<file path="config.mk">
export PLATFORM = sky130hd
export DESIGN_NAME = shift_sequencer
export DESIGN_NICKNAME = d
export VERILOG_FILES = /design/src/rtl/shift_sequencer.sv
export SDC_FILE = /design/constraint.sdc
export NUM_CORES = 1
export LEC_CHECK = 0
export CORE_ASPECT_RATIO = 0.8
export CORE_MARGIN = 2
export CORE_UTILIZATION = 50
export DETAILED_ROUTE_END_ITERATION = 16
export HOLD_SLACK_MARGIN = 0.12
export PLACE_DENSITY_LB_ADDON = 0.1
export SKIP_CTS_REPAIR_TIMING = 1
export SLEW_MARGIN = 0
export SYNTH_ARGS = -nofsm -noshare
export SYNTH_HDL_FRONTEND = slang
export SYNTH_SLANG_ARGS = --single-unit
</file>
<file path="constraint.sdc">
create_clock -name Clock -period 2.3 [get_ports Clock]
set_input_delay 0.46 -clock Clock [delete_from_list [all_inputs] [get_ports Clock]]
set_output_delay 0.46 -clock Clock [all_outputs]
set_load 0.02 [all_outputs]
</file>
<file path="src/rtl/shift_sequencer.sv">
`default_nettype none
// ============================================================================
// Module   : shift_sequencer
// Purpose  : Multi-cycle SLL/SRL/SRA unit. A small fixed-step shifter (by-2,
//            by-1) is applied once per cycle until the shift amount is used
//            up, with a Start/Done handshake to the multicycle control unit.
// Options  : SHIFT_SEQ_STEP4_EN adds a by-4 step taken with top priority.
// Revision : 1.0 - initial release
// ============================================================================
module shift_sequencer #(
  parameter int WIDTH   = 32,
  parameter int SHAMT_W = 5
) (
  input  logic               Clock,
  input  logic               ResetN,
  input  logic               Start,
  input  logic [1:0]         Op,
  input  logic [WIDTH-1:0]   Operand,
  input  logic [SHAMT_W-1:0] Shamt,
  output logic               Busy,
  output logic               Done,
  output logic [WIDTH-1:0]   Result
);

  localparam logic [1:0] OP_SLL = 2'b00;
  localparam logic [1:0] OP_RSV = 2'b10;
  localparam logic [1:0] OP_SRA = 2'b11;

  typedef enum logic [1:0] {
    IDLE  = 2'd0,
    SHIFT = 2'd1,
    DONE  = 2'd2
  } state_t;

  state_t             state, state_nxt;
  logic [WIDTH-1:0]   work, work_nxt;
  logic [SHAMT_W-1:0] remaining, remaining_nxt;
  logic [1:0]         op_q, op_nxt;
  logic               sign_q, sign_nxt;

  // Fill bit for right shifts: latched sign for SRA, zero for SRL.
  logic             fill;
  logic [WIDTH-1:0] left1, left2, right1, right2;
`ifdef SHIFT_SEQ_STEP4_EN
  logic [WIDTH-1:0] left4, right4;
`endif

  // Fixed-distance shift candidates from the working register.
  always_comb begin
    fill   = (op_q == OP_SRA) & sign_q;
    left1  = {work[WIDTH-2:0], 1'b0};
    left2  = {work[WIDTH-3:0], 2'b00};
    right1 = {fill, work[WIDTH-1:1]};
    right2 = {{2{fill}}, work[WIDTH-1:2]};
`ifdef SHIFT_SEQ_STEP4_EN
    left4  = {work[WIDTH-5:0], 4'b0000};
    right4 = {{4{fill}}, work[WIDTH-1:4]};
`endif
  end

  // Next-state, accept and per-step shift control.
  always_comb begin
    state_nxt     = state;
    work_nxt      = work;
    remaining_nxt = remaining;
    op_nxt        = op_q;
    sign_nxt      = sign_q;
    case (state)
      IDLE, DONE: begin
        if (Start) begin
          work_nxt      = Operand;
          op_nxt        = Op;
          remaining_nxt = Shamt;
          sign_nxt      = Operand[WIDTH-1];
          // Nothing to shift: report the operand unchanged right away.
          if ((Shamt == '0) || (Op == OP_RSV)) state_nxt = DONE;
          else                                  state_nxt = SHIFT;
        end else begin
          state_nxt = IDLE;
        end
      end
      SHIFT: begin
`ifdef SHIFT_SEQ_STEP4_EN
        if (remaining >= SHAMT_W'(4)) begin
          work_nxt      = (op_q == OP_SLL) ? left4 : right4;
          remaining_nxt = remaining - SHAMT_W'(4);
        end else
`endif
        if (remaining >= SHAMT_W'(2)) begin
          work_nxt      = (op_q == OP_SLL) ? left2 : right2;
          remaining_nxt = remaining - SHAMT_W'(2);
        end else begin
          work_nxt      = (op_q == OP_SLL) ? left1 : right1;
          remaining_nxt = '0;
        end
        if (remaining_nxt == '0) state_nxt = DONE;
      end
      default: state_nxt = IDLE;
    endcase
  end

  // State and datapath registers; reset aborts any operation in flight.
  always_ff @(posedge Clock or negedge ResetN) begin
    if (!ResetN) begin
      state     <= IDLE;
      work      <= '0;
      remaining <= '0;
      op_q      <= '0;
      sign_q    <= 1'b0;
    end else begin
      state     <= state_nxt;
      work      <= work_nxt;
      remaining <= remaining_nxt;
      op_q      <= op_nxt;
      sign_q    <= sign_nxt;
    end
  end

  assign Busy   = (state == SHIFT);
  assign Done   = (state == DONE);
  assign Result = work;

endmodule
`default_nettype wire

</file>
# After elaboration in Yosys (flattened, before gate mapping)
# Index checks and enable logic that the tools add are counted.
# op_classes
n_addsub	1
n_bitwise	1
muxes	13
order_cmp	1
eq_ne	6
n_reduce_logical	9
# ops
operator	count
32-bit two-way mux	4
32-bit case mux with 2 select lines	1
5-bit two-way mux	3
5-bit logical NOT	2
5-bit case mux with 2 select lines	1
2-bit equality test (second input constant)	3
2-bit two-way mux	3
5-bit by 2-bit greater-or-equal comparator with 1-bit output (second input constant)	1
5-bit by 2-bit subtractor with 5-bit output (second input constant)	1
2-bit logical NOT	2
2-bit case mux with 2 select lines	1
2-bit AND reduction	2
2-bit by 1-bit equality test with 1-bit output (second input constant)	1
2-bit by 1-bit != test with 1-bit output (second input constant)	1
2-bit != test (second input constant)	1
2-bit nonzero test	1
2-bit OR reduction	1
1-bit bitwise AND	1
1-bit logical OR	1
# word_totals
word_cells	36
register_bits	42

# Depth between registers and ports, before layout
# Gate-level depths: netlist of the first run.
# depth
word_depth	6
mapped_depth	8
ltp_nobuf	6

# Worst setup path before layout of the first run
# OpenSTA, ideal clock, no wires.
# synth_path
kind	register to register
startpoint	reg remaining[1]
endpoint	reg work[7], in the netlist Result[7]
required_ns	2.204
period_less_slack_ns	1.873
setup_time_ns	0.096
stages_incl_launch_ff	9
slack_ns	0.427
t_arrival_ns	1.777
cell_sequence	dfrtp_1 inv_1 ha_1 or3b_1 buf_6 nor2_8 buf_6 nand2_1 a311oi_2
# synth_between
elab_chain_len	3
# synth_rtl
element	line_no	source
start, declared	37	logic [SHAMT_W-1:0] remaining, remaining_nxt;
start signal, assigned	113	remaining <= remaining_nxt;
5-bit by 2-bit greater-or-equal comparator with 1-bit output	89	if (remaining >= SHAMT_W'(2)) begin
32-bit two-way mux	89	
32-bit case mux with 2 select lines	68	case (state)
end signal, assigned	112	work <= work_nxt;
end, declared	36	logic [WIDTH-1:0] work, work_nxt;
# Every way passes these cells.
# A chain may end at the register's enable or synchronous reset.

# Worst setup path after layout of the first run
# layout_path
startpoint	reg remaining[1]
endpoint	reg work[21], in the netlist Result[21]
# The elaborated chain is that of the path after synthesis.

==> results of run 1 <==
-- layer usage --
metal	routed length [um]	vias up
li1	-	1277
met1	3880	1312
met2	3560	111
met3	514	9
met4	89	0
met5	0	-
-- worst paths after layout --
check,from,end,depth (start not counted)
min in group Clock,sign_q,sign_q,2
max reg2reg,remaining[1],Result[21],7
max,remaining[1],Result[21],7
min,ResetN,Result[7],1
min reg2reg,sign_q,sign_q,2
max in group asynchronous,ResetN,Result[1],2
-- synthesized netlist by cell type (4+ instances only) --
master,n
a211oi_1,9
a211oi_2,13
a21oi_1,11
buf_2,6
buf_4,6
buf_6,5
clkbuf_1,6
dfrtp_1,42
mux2_2,27
mux2i_1,23
nand2_1,25
nand3_1,5
nor2_1,27
nor3_1,4
o21ai_0,9
o22ai_1,29
-- layout make-up --
type / instances / area (um2)
Inverter: 4 / 15.0
Timing Repair Buffer: 88 / 881
Sequential cell: 42 / 1050
Fill cell: 450 / 1680
Clock buffer: 6 / 82.6
Tap cell: 78 / 97.6
Multi-Input combinational cell: 227 / 1720
Clock inverter: 1 / 30.0
-- placed cells by master (no fill, tap or decap), drive strengths merged, types with 2 or more instances in the layout --
cell and instances:
nor2b 2, a311oi 4, nand4 3, buf 14, nor3b 2, a21oi 11, nand2 26, a31oi 2
inv 3, nor3 5, a221oi 2, and3 3, a211oi 22, o22ai 29, nor4b 2, nor2 29
or3b 2, mux2i 23, nand3 5, nand2b 2, o21ai 10, dfrtp 42, clkdlybuf4s50 74, mux2 27
clkbuf 6
-- sequential cells by signal, indices dropped and copies added, names as in the netlist --
name and cells:
op_q 2, Result 32, state 2, remaining 5, sign_q 1
-- per-stage QoR --
| step | instances | util (%) | area (um2) |
|---|---|---|---|
| 3_5_place_dp | 439 | 67.8 | 3770 |
| 6_report | 446 | 69.8 | 3880 |
| 3_3_place_gp | 439 | 67.8 | 3770 |
| 2_1_floorplan | 296 | - | 2940 |
| 4_1_cts | 446 | 69.8 | 3880 |
| 5_1_grt | 446 | 69.8 | 3880 |
-- logic make-up (layout without fill, tap and decap cells) --
kind of cell             after synthesis  after routing
AO/OA/AOI/OAI                         90             90
AND/OR/NAND/NOR                       85             85
multiplexers                          50             50
flip-flops                            42             42
buffers and inverters                 27             99
adder cells (fa/ha/maj)                1              1
XOR/XNOR                               1              1
-- where the power goes --
part | internal (mW) | switching (mW) | total, mW
combinational | 1.78 | 2.00 | 3.78
sequential | 1.11 | 0.547 | 1.66
clock | 0.347 | 0.247 | 0.594
==> impl_metrics.env, run 1 <==
export IMPL_leakage_nw=1.53
export IMPL_crit_path_end_kind="flip-flop"
export IMPL_syn_area_um2=2940
export IMPL_syn_nets=339
export IMPL_dr_pass1_iters=4
export IMPL_place_ws_ps=165
export IMPL_synthDistinctLibCells=51
export IMPL_cp_start_kind="flip-flop"
export IMPL_synthArstFlopShare_pct=100
export IMPL_grt_use_met3_pct=4.24
export IMPL_timing_final_ws_setup_ps=175
export IMPL_portBuffers=75
export IMPL_grt_pass1_wl_um=13300
export IMPL_critical_path_max_fanout=18
export IMPL_core_area_um2=5560
export IMPL_fin_nets=411
export IMPL_required_ps=2510
export IMPL_fp_dieH_um=72.6
export IMPL_vias_per_cell=6.07
export IMPL_cts_sinks=42
export IMPL_ys_flop_type="dfrtp_1"
export IMPL_drtIter0Drc=195
export IMPL_synth_xor_area_share_pct=0.298
export IMPL_synth_compound_area_share_pct=23.7
export IMPL_path_cells="inv_1 > ha_1 > or3b_1 > o211ai_4 > buf_12 > o22ai_1 > a211oi_2"
export IMPL_routedWlPerCell_um=18.0
export IMPL_grt_use_total_pct=25.4
export IMPL_critPathTopFamily="compound AO/OA/AOI/OAI gates"
export IMPL_post_route_period_util_pct=92.4
export IMPL_synth_area_per_cell_um2=9.93
export IMPL_top_level_ports=76
export IMPL_die_area_um2=6510
export IMPL_met1_usage_pct=38.7
export IMPL_setup_tns_ps=0
export IMPL_muxShareOfSynthArea_pct=18.2
export IMPL_hp_class="in -> async"
export IMPL_synth_top_cell_by_area="dfrtp_1"
export IMPL_drc=0
export IMPL_path_clk_slew_ps=80
export IMPL_rsz0062_at_grt="false"
export IMPL_pwr_density_cell_nw_per_um2=1560
export IMPL_dpl_hpwl_um=5750
export IMPL_drv_slew=0
export IMPL_vias=2709
export IMPL_die_x_um=89.7
export IMPL_area_growth_pct=32.0
export IMPL_routed_wl_um=8040
export IMPL_cts_root_buf="clkbuf_8"
export IMPL_detail_route_antenna_nets=0
export IMPL_fin_skew_ps=4.55
export IMPL_holdWs_ps=185
export IMPL_numCtsBuffers=5
export IMPL_synth_top_family_by_area="compound AO/OA/AOI/OAI gates"
export IMPL_grt_use_met2_pct=37.7
export IMPL_min_period_ps=2130
export IMPL_yosys_area_top_type_share_pct=35.7
export IMPL_clock_fmax_mhz=470
export IMPL_crit_slowest_cell="or3b_1"
export IMPL_cts_tree="yes"
export IMPL_clk_latency_ps=290
export IMPL_h_tree_depth=2
export IMPL_ir_drop_mv=0.798
export IMPL_num_rows=24
export IMPL_grt_max_degree=36
export IMPL_synth_simple_area_share_pct=15.9
export IMPL_reg2reg_setup_slack_ps=170
export IMPL_initial_core_util_pct=52.9
export IMPL_antenna_found_initial=0
export IMPL_finalHoldViolCount=0
export IMPL_drv_cap=0
export IMPL_yosysWarnings=0
export IMPL_status="completed"
export IMPL_drive_gt1_share_pct=20.1
export IMPL_clockBufferDepth=2
export IMPL_crit_path_max_incr_delay_ps=530
export IMPL_yosys_register_bits=42
export IMPL_grt_pass1_vias=2522
export IMPL_slew_headroom_pct=57.2
export IMPL_postSynthCellCount=296
export IMPL_top_usage_layer="met1"
export IMPL_grt_ovfl_total=0
export IMPL_setup_viol=0
export IMPL_critPathBufInv=2
export IMPL_cp_arrival_ps=2330
export IMPL_globalplace_congestion=0.891
export IMPL_worst_setup_path_type="reg -> reg"
export IMPL_tightest_slew_ps=642
export IMPL_synth_adder_area_share_pct=0.426
export IMPL_synth_edf_count=0
export IMPL_diodes=0
export IMPL_synth_area_leaders="dfrtp_1, mux2_2, mux2i_1"
export IMPL_synth_seq_area_share_pct=35.7
export IMPL_p_total_mw=6.03
Power figures use the tool's default switching activity.
==> run 2, diff against run 1 <==
--- a/config.mk
+++ b/config.mk
@@ -7,8 +7,10 @@
 export LEC_CHECK = 0
 export CORE_ASPECT_RATIO = 0.8
 export CORE_MARGIN = 2
-export CORE_UTILIZATION = 50
+export CORE_UTILIZATION = 64
 export DETAILED_ROUTE_END_ITERATION = 16
+export DONT_BUFFER_PORTS = 1
+export GPL_TIMING_DRIVEN = 0
 export HOLD_SLACK_MARGIN = 0.12
 export PLACE_DENSITY_LB_ADDON = 0.1
 export SKIP_CTS_REPAIR_TIMING = 1
==> impl_metrics.env, run 2 (synthesis results as in run 1) <==
export IMPL_core_area_um2=4510
export IMPL_largest_reg_flops=32
export IMPL_n_fill_cell=351
export IMPL_vias=2506
export IMPL_routed_wl_um=7640
export IMPL_rsz0062_at_grt="false"
export IMPL_required_ps=1840
export IMPL_crit_slowest_cell="dfrtp_1"
export IMPL_reg2reg_from="remaining[1]"
export IMPL_layout_common_cells="dfrtp_1, o22ai_1, nor2_1, mux2_2, nand2_1"
export IMPL_seqCellArea_um2=1050
export IMPL_p_sw_mw=2.79
export IMPL_area_growth_pct=9.23
export IMPL_fin_skew_ps=8.22
export IMPL_h_tree_depth=2
export IMPL_crit_path_max_incr_delay_ps=370
export IMPL_instances_no_fill=367
export IMPL_p_sw_share_pct=49.4
export IMPL_path_cells="buf_2 > nand2b_1 > clkinv_1 > clkbuf_2"
export IMPL_setup_viol=0
export IMPL_globalplace_congestion=0.902
export IMPL_cts_sinks=42
export IMPL_p_clk_share_pct=12.6
export IMPL_post_route_period_util_pct=96.4
export IMPL_power_frac_comb_pct=52.4
export IMPL_multi_input_area_um2=1720
export IMPL_fin_nets=349
export IMPL_die_x_um=79.8
export IMPL_drv_cap=0
export IMPL_status="completed"
export IMPL_drv_slew=0
export IMPL_portBuffers=0
export IMPL_grt_pass1_vias=2329
export IMPL_timing_final_ws_setup_ps=83.6
export IMPL_top_level_ports=76
export IMPL_intPower_mw=2.85
export IMPL_cts_root_buf="clkbuf_8"
export IMPL_detail_route_antenna_nets=0
export IMPL_worst_setup_path_type="reg -> out"
export IMPL_diodes=0
export IMPL_dpl_hpwl_um=5450
export IMPL_leakage_nw=1.28
export IMPL_die_area_um2=5160
export IMPL_cp_start_kind="flip-flop"
export IMPL_place_inst=356
export IMPL_hp_start="Op[0]"
export IMPL_pwr_density_cell_nw_per_um2=1760
export IMPL_setup_tns_ps=0
export IMPL_clk_latency_ps=300
export IMPL_routedWlPerCell_um=20.8
export IMPL_fin_util_pct=71.1
export IMPL_antenna_found_initial=0
export IMPL_critical_path_max_fanout=10
export IMPL_min_period_ps=2220
export IMPL_reg2reg_setup_slack_ps=140
export IMPL_hold_path_end="op_q[0]"
export IMPL_critPathTopFamily="buffers and inverters"
export IMPL_cts_tree="yes"
export IMPL_numCtsBuffers=5
export IMPL_num_rows=22
export IMPL_whs_path_depth=2
export IMPL_mostFrequentLayoutCell="dfrtp_1"
export IMPL_grt_use_total_pct=30.9
export IMPL_critPathBufInv=3
export IMPL_clock_fmax_mhz=451
export IMPL_grt_max_degree=43
export IMPL_p_total_mw=5.64
export IMPL_r2r_cells=8
export IMPL_crit_path_end_kind="output port"
export IMPL_clockBufferDepth=2
export IMPL_dr_pass1_iters=5
export IMPL_tightest_slew_ps=571
export IMPL_hp_class="in -> reg"
export IMPL_drive_gt1_share_pct=26.1
export IMPL_place_ws_ps=185
export IMPL_slew_headroom_pct=61.9
export IMPL_fp_dieH_um=64.6
export IMPL_finalHoldViolCount=0
export IMPL_cp_arrival_ps=1760
export IMPL_grt_pass1_wl_um=12100
export IMPL_path_clk_slew_ps=90
export IMPL_r2r_end="Result[11]"
export IMPL_drtIter0Drc=260
export IMPL_drc=0
export IMPL_ir_drop_mv=0.792
export IMPL_initial_core_util_pct=65.1
export IMPL_vias_per_cell=6.83
export IMPL_seqPwrFrac_pct=35.0
export IMPL_grt_ovfl_total=0
## run 2: cell types whose count changed in the layout (fill, tap and decap cells not counted), sizes merged
| cell | change |
|---|---|
| clkinv | +1 |
| clkbuf | +5 |
| bufinv | +1 |
| clkdlybuf4s50 | -74 |
| buf | +5 |
| dlygate4sd3 | +1 |
## run 2: power groups by stage
stage	Sequential, mW	Combinational (mW)	Clock, mW
after global placement	1.97	2.80	0
after floorplan	1.81	2.34	0
after detailed placement	1.99	2.84	0
after global routing	2.06	3.20	0.753
after CTS	1.97	2.85	0.712
final	1.97	2.95	0.713
## run 2: stage by stage
| stage | hold WS (ps) | area [um2] |
|---|---|---|
| 5_1_grt | 276 | 3210 |
| 3_3_place_gp | 165 | 3020 |
| 2_1_floorplan | 164 | 2940 |
| 6_report | 262 | 3210 |
| 3_5_place_dp | 166 | 3020 |
| 4_1_cts | -163 | 3150 |
## run 2: worst max-delay path by stage
stage               cells after the start         end         start
finish                                  4        Busy      state[0]
global route                            8   Result[8]  remaining[1]
CTS                                     4        Busy      state[0]
detailed placement                      7   Result[7]  remaining[1]
global placement                        8  Result[11]  remaining[1]
floorplan                               8   Result[7]  remaining[1]
## run 2: cell type report
cell class / count / share of cell area (%)
Clock buffer: 5 / 2.14
Timing Repair Buffer: 3 / 1.79
Tap cell: 60 / 2.34
Clock inverter: 3 / 2.14
Sequential cell: 42 / 32.7
Buffer: 23 / 4.83
Inverter: 4 / 0.467
Multi-Input combinational cell: 227 / 53.6
## run 2: layer usage
layer,track usage (%),up-vias,share of wire [%]
met5,0,-,0
met4,6.57,0,0.98
met3,8.50,7,8.8
met2,43.4,133,43
met1,47.5,1223,47
li1,-,1143,-
==> run 3, diff against run 2 <==
==> constraint.sdc (replaced) <==
create_clock -name Clock -period 2.17 [get_ports Clock]
set_input_delay 0.434 -clock Clock [delete_from_list [all_inputs] [get_ports Clock]]
set_output_delay 0.434 -clock Clock [all_outputs]
set_load 0.02 [all_outputs]
==> impl_metrics.env, run 3 (synthesis results as in run 1) <==
export IMPL_area_growth_pct=11.0
export IMPL_dr_pass1_iters=5
export IMPL_critical_path_max_fanout=10
export IMPL_routed_wl_um=7740
export IMPL_grt_ovfl_total=0
export IMPL_fp_dieH_um=64.6
export IMPL_grt_pass1_wl_um=12100
export IMPL_instances_no_fill=371
export IMPL_leakage_nw=1.30
export IMPL_antenna_found_initial=0
export IMPL_fin_util_pct=72.3
export IMPL_core_area_um2=4510
export IMPL_critPathTopFamily="simple AND/OR/NAND/NOR gates"
export IMPL_multi_input_area_um2=1740
export IMPL_cts_sinks=42
export IMPL_status="completed"
export IMPL_die_area_um2=5160
export IMPL_dpl_hpwl_um=5450
export IMPL_mostFrequentLayoutCell="dfrtp_1"
export IMPL_cp_depth=8
export IMPL_setup_tns_ps=0
export IMPL_tightest_slew_ps=577
export IMPL_fin_nets=353
export IMPL_seqCellArea_um2=1050
export IMPL_clk_latency_ps=300
export IMPL_min_period_ps=2070
export IMPL_diodes=0
export IMPL_clockBufferDepth=2
export IMPL_clock_fmax_mhz=484
export IMPL_crit_slowest_cell="dfrtp_1"
export IMPL_h_tree_depth=2
export IMPL_rsz0062_at_grt="false"
export IMPL_detail_route_antenna_nets=0
export IMPL_path_clk_slew_ps=90
export IMPL_holdWs_ps=234
export IMPL_grt_use_total_pct=30.9
export IMPL_pwr_density_cell_nw_per_um2=1870
export IMPL_cts_root_buf="clkbuf_8"
export IMPL_initial_core_util_pct=65.1
export IMPL_portBuffers=0
export IMPL_cts_tree="yes"
export IMPL_required_ps=2380
export IMPL_cp_common_cell="buf_6"
export IMPL_num_rows=22
export IMPL_vias_per_cell=6.76
export IMPL_drv_cap=0
export IMPL_drtIter0Drc=293
export IMPL_grt_max_degree=43
export IMPL_fin_skew_ps=6.07
export IMPL_routedWlPerCell_um=20.9
export IMPL_ir_drop_mv=0.841
export IMPL_r2r_cells=8
export IMPL_vias=2508
export IMPL_post_route_period_util_pct=95.3
export IMPL_numCtsBuffers=5
export IMPL_drc=0
export IMPL_cp_arrival_ps=2280
export IMPL_crit_path_max_incr_delay_ps=440
export IMPL_hp_class="in -> reg"
export IMPL_globalplace_congestion=0.902
export IMPL_top_level_ports=76
export IMPL_finalHoldViolCount=0
export IMPL_path_cells="inv_1 > ha_4 > or3b_1 > buf_6 > nor2_8 > buf_6 > a21oi_1 > a211oi_2"
export IMPL_layout_common_cells="dfrtp_1, o22ai_1, nor2_1, mux2_2, nand2_1"
export IMPL_drv_slew=0
export IMPL_crit_path_end_kind="flip-flop"
export IMPL_largest_reg_flops=32
export IMPL_setup_viol=0
export IMPL_slew_headroom_pct=61.5
export IMPL_place_inst=356
export IMPL_n_fill_cell=341
export IMPL_whs_path_depth=2
export IMPL_critPathBufInv=3
export IMPL_reg2reg_setup_slack_ps=100
export IMPL_drive_gt1_share_pct=28.3
export IMPL_worst_setup_path_type="reg -> reg"
export IMPL_die_x_um=79.8
export IMPL_grt_pass1_vias=2329
export IMPL_cp_start_kind="flip-flop"
[run 3: final timing paths]
path | from | endpoint
setup / recovery | remaining[2] | Result[29]
hold / removal | Op[0] | op_q[0]
setup reg to reg | remaining[2] | Result[29]
hold reg to reg | sign_q | sign_q
max in group asynchronous | ResetN | Result[7]
min in group asynchronous | ResetN | Result[0]
[run 3: cell type report]
| type | count | area share (%) |
|---|---|---|
| buffer | 23 | 4.75 |
| inverter | 4 | 0.575 |
| timing repair buffer | 7 | 2.68 |
| multi-input combinational | 227 | 53.3 |
| clock buffer | 5 | 2.11 |
| tap | 60 | 2.30 |
| sequential | 42 | 32.2 |
| clock inverter | 3 | 2.11 |
[run 3: through the flow]
stage / area [um2] / setup slack [ps] / power, mW
floorplan: 2940 / 297 / 4.40
global placement: 3020 / 79.4 / 5.06
detailed placement: 3020 / 55.0 / 5.11
CTS: 3150 / -44.8 / 5.87
global route: 3260 / 19.9 / 6.51
finish: 3260 / 102 / 6.11
[run 3: routing by layer]
metal,track usage (%),vias up,share of wire [%]
met5,0,-,0
met2,43.4,140,43
met3,8.50,5,9.6
met4,6.57,0,0.49
met1,47.5,1205,46
li1,-,1158,-
[run 3: power breakdown]
part	total, mW	switching, mW	internal, mW
registers	2.09	0.926	1.17
clock network	0.759	0.297	0.461
logic	3.26	1.78	1.48
total	6.11	3.00	3.11
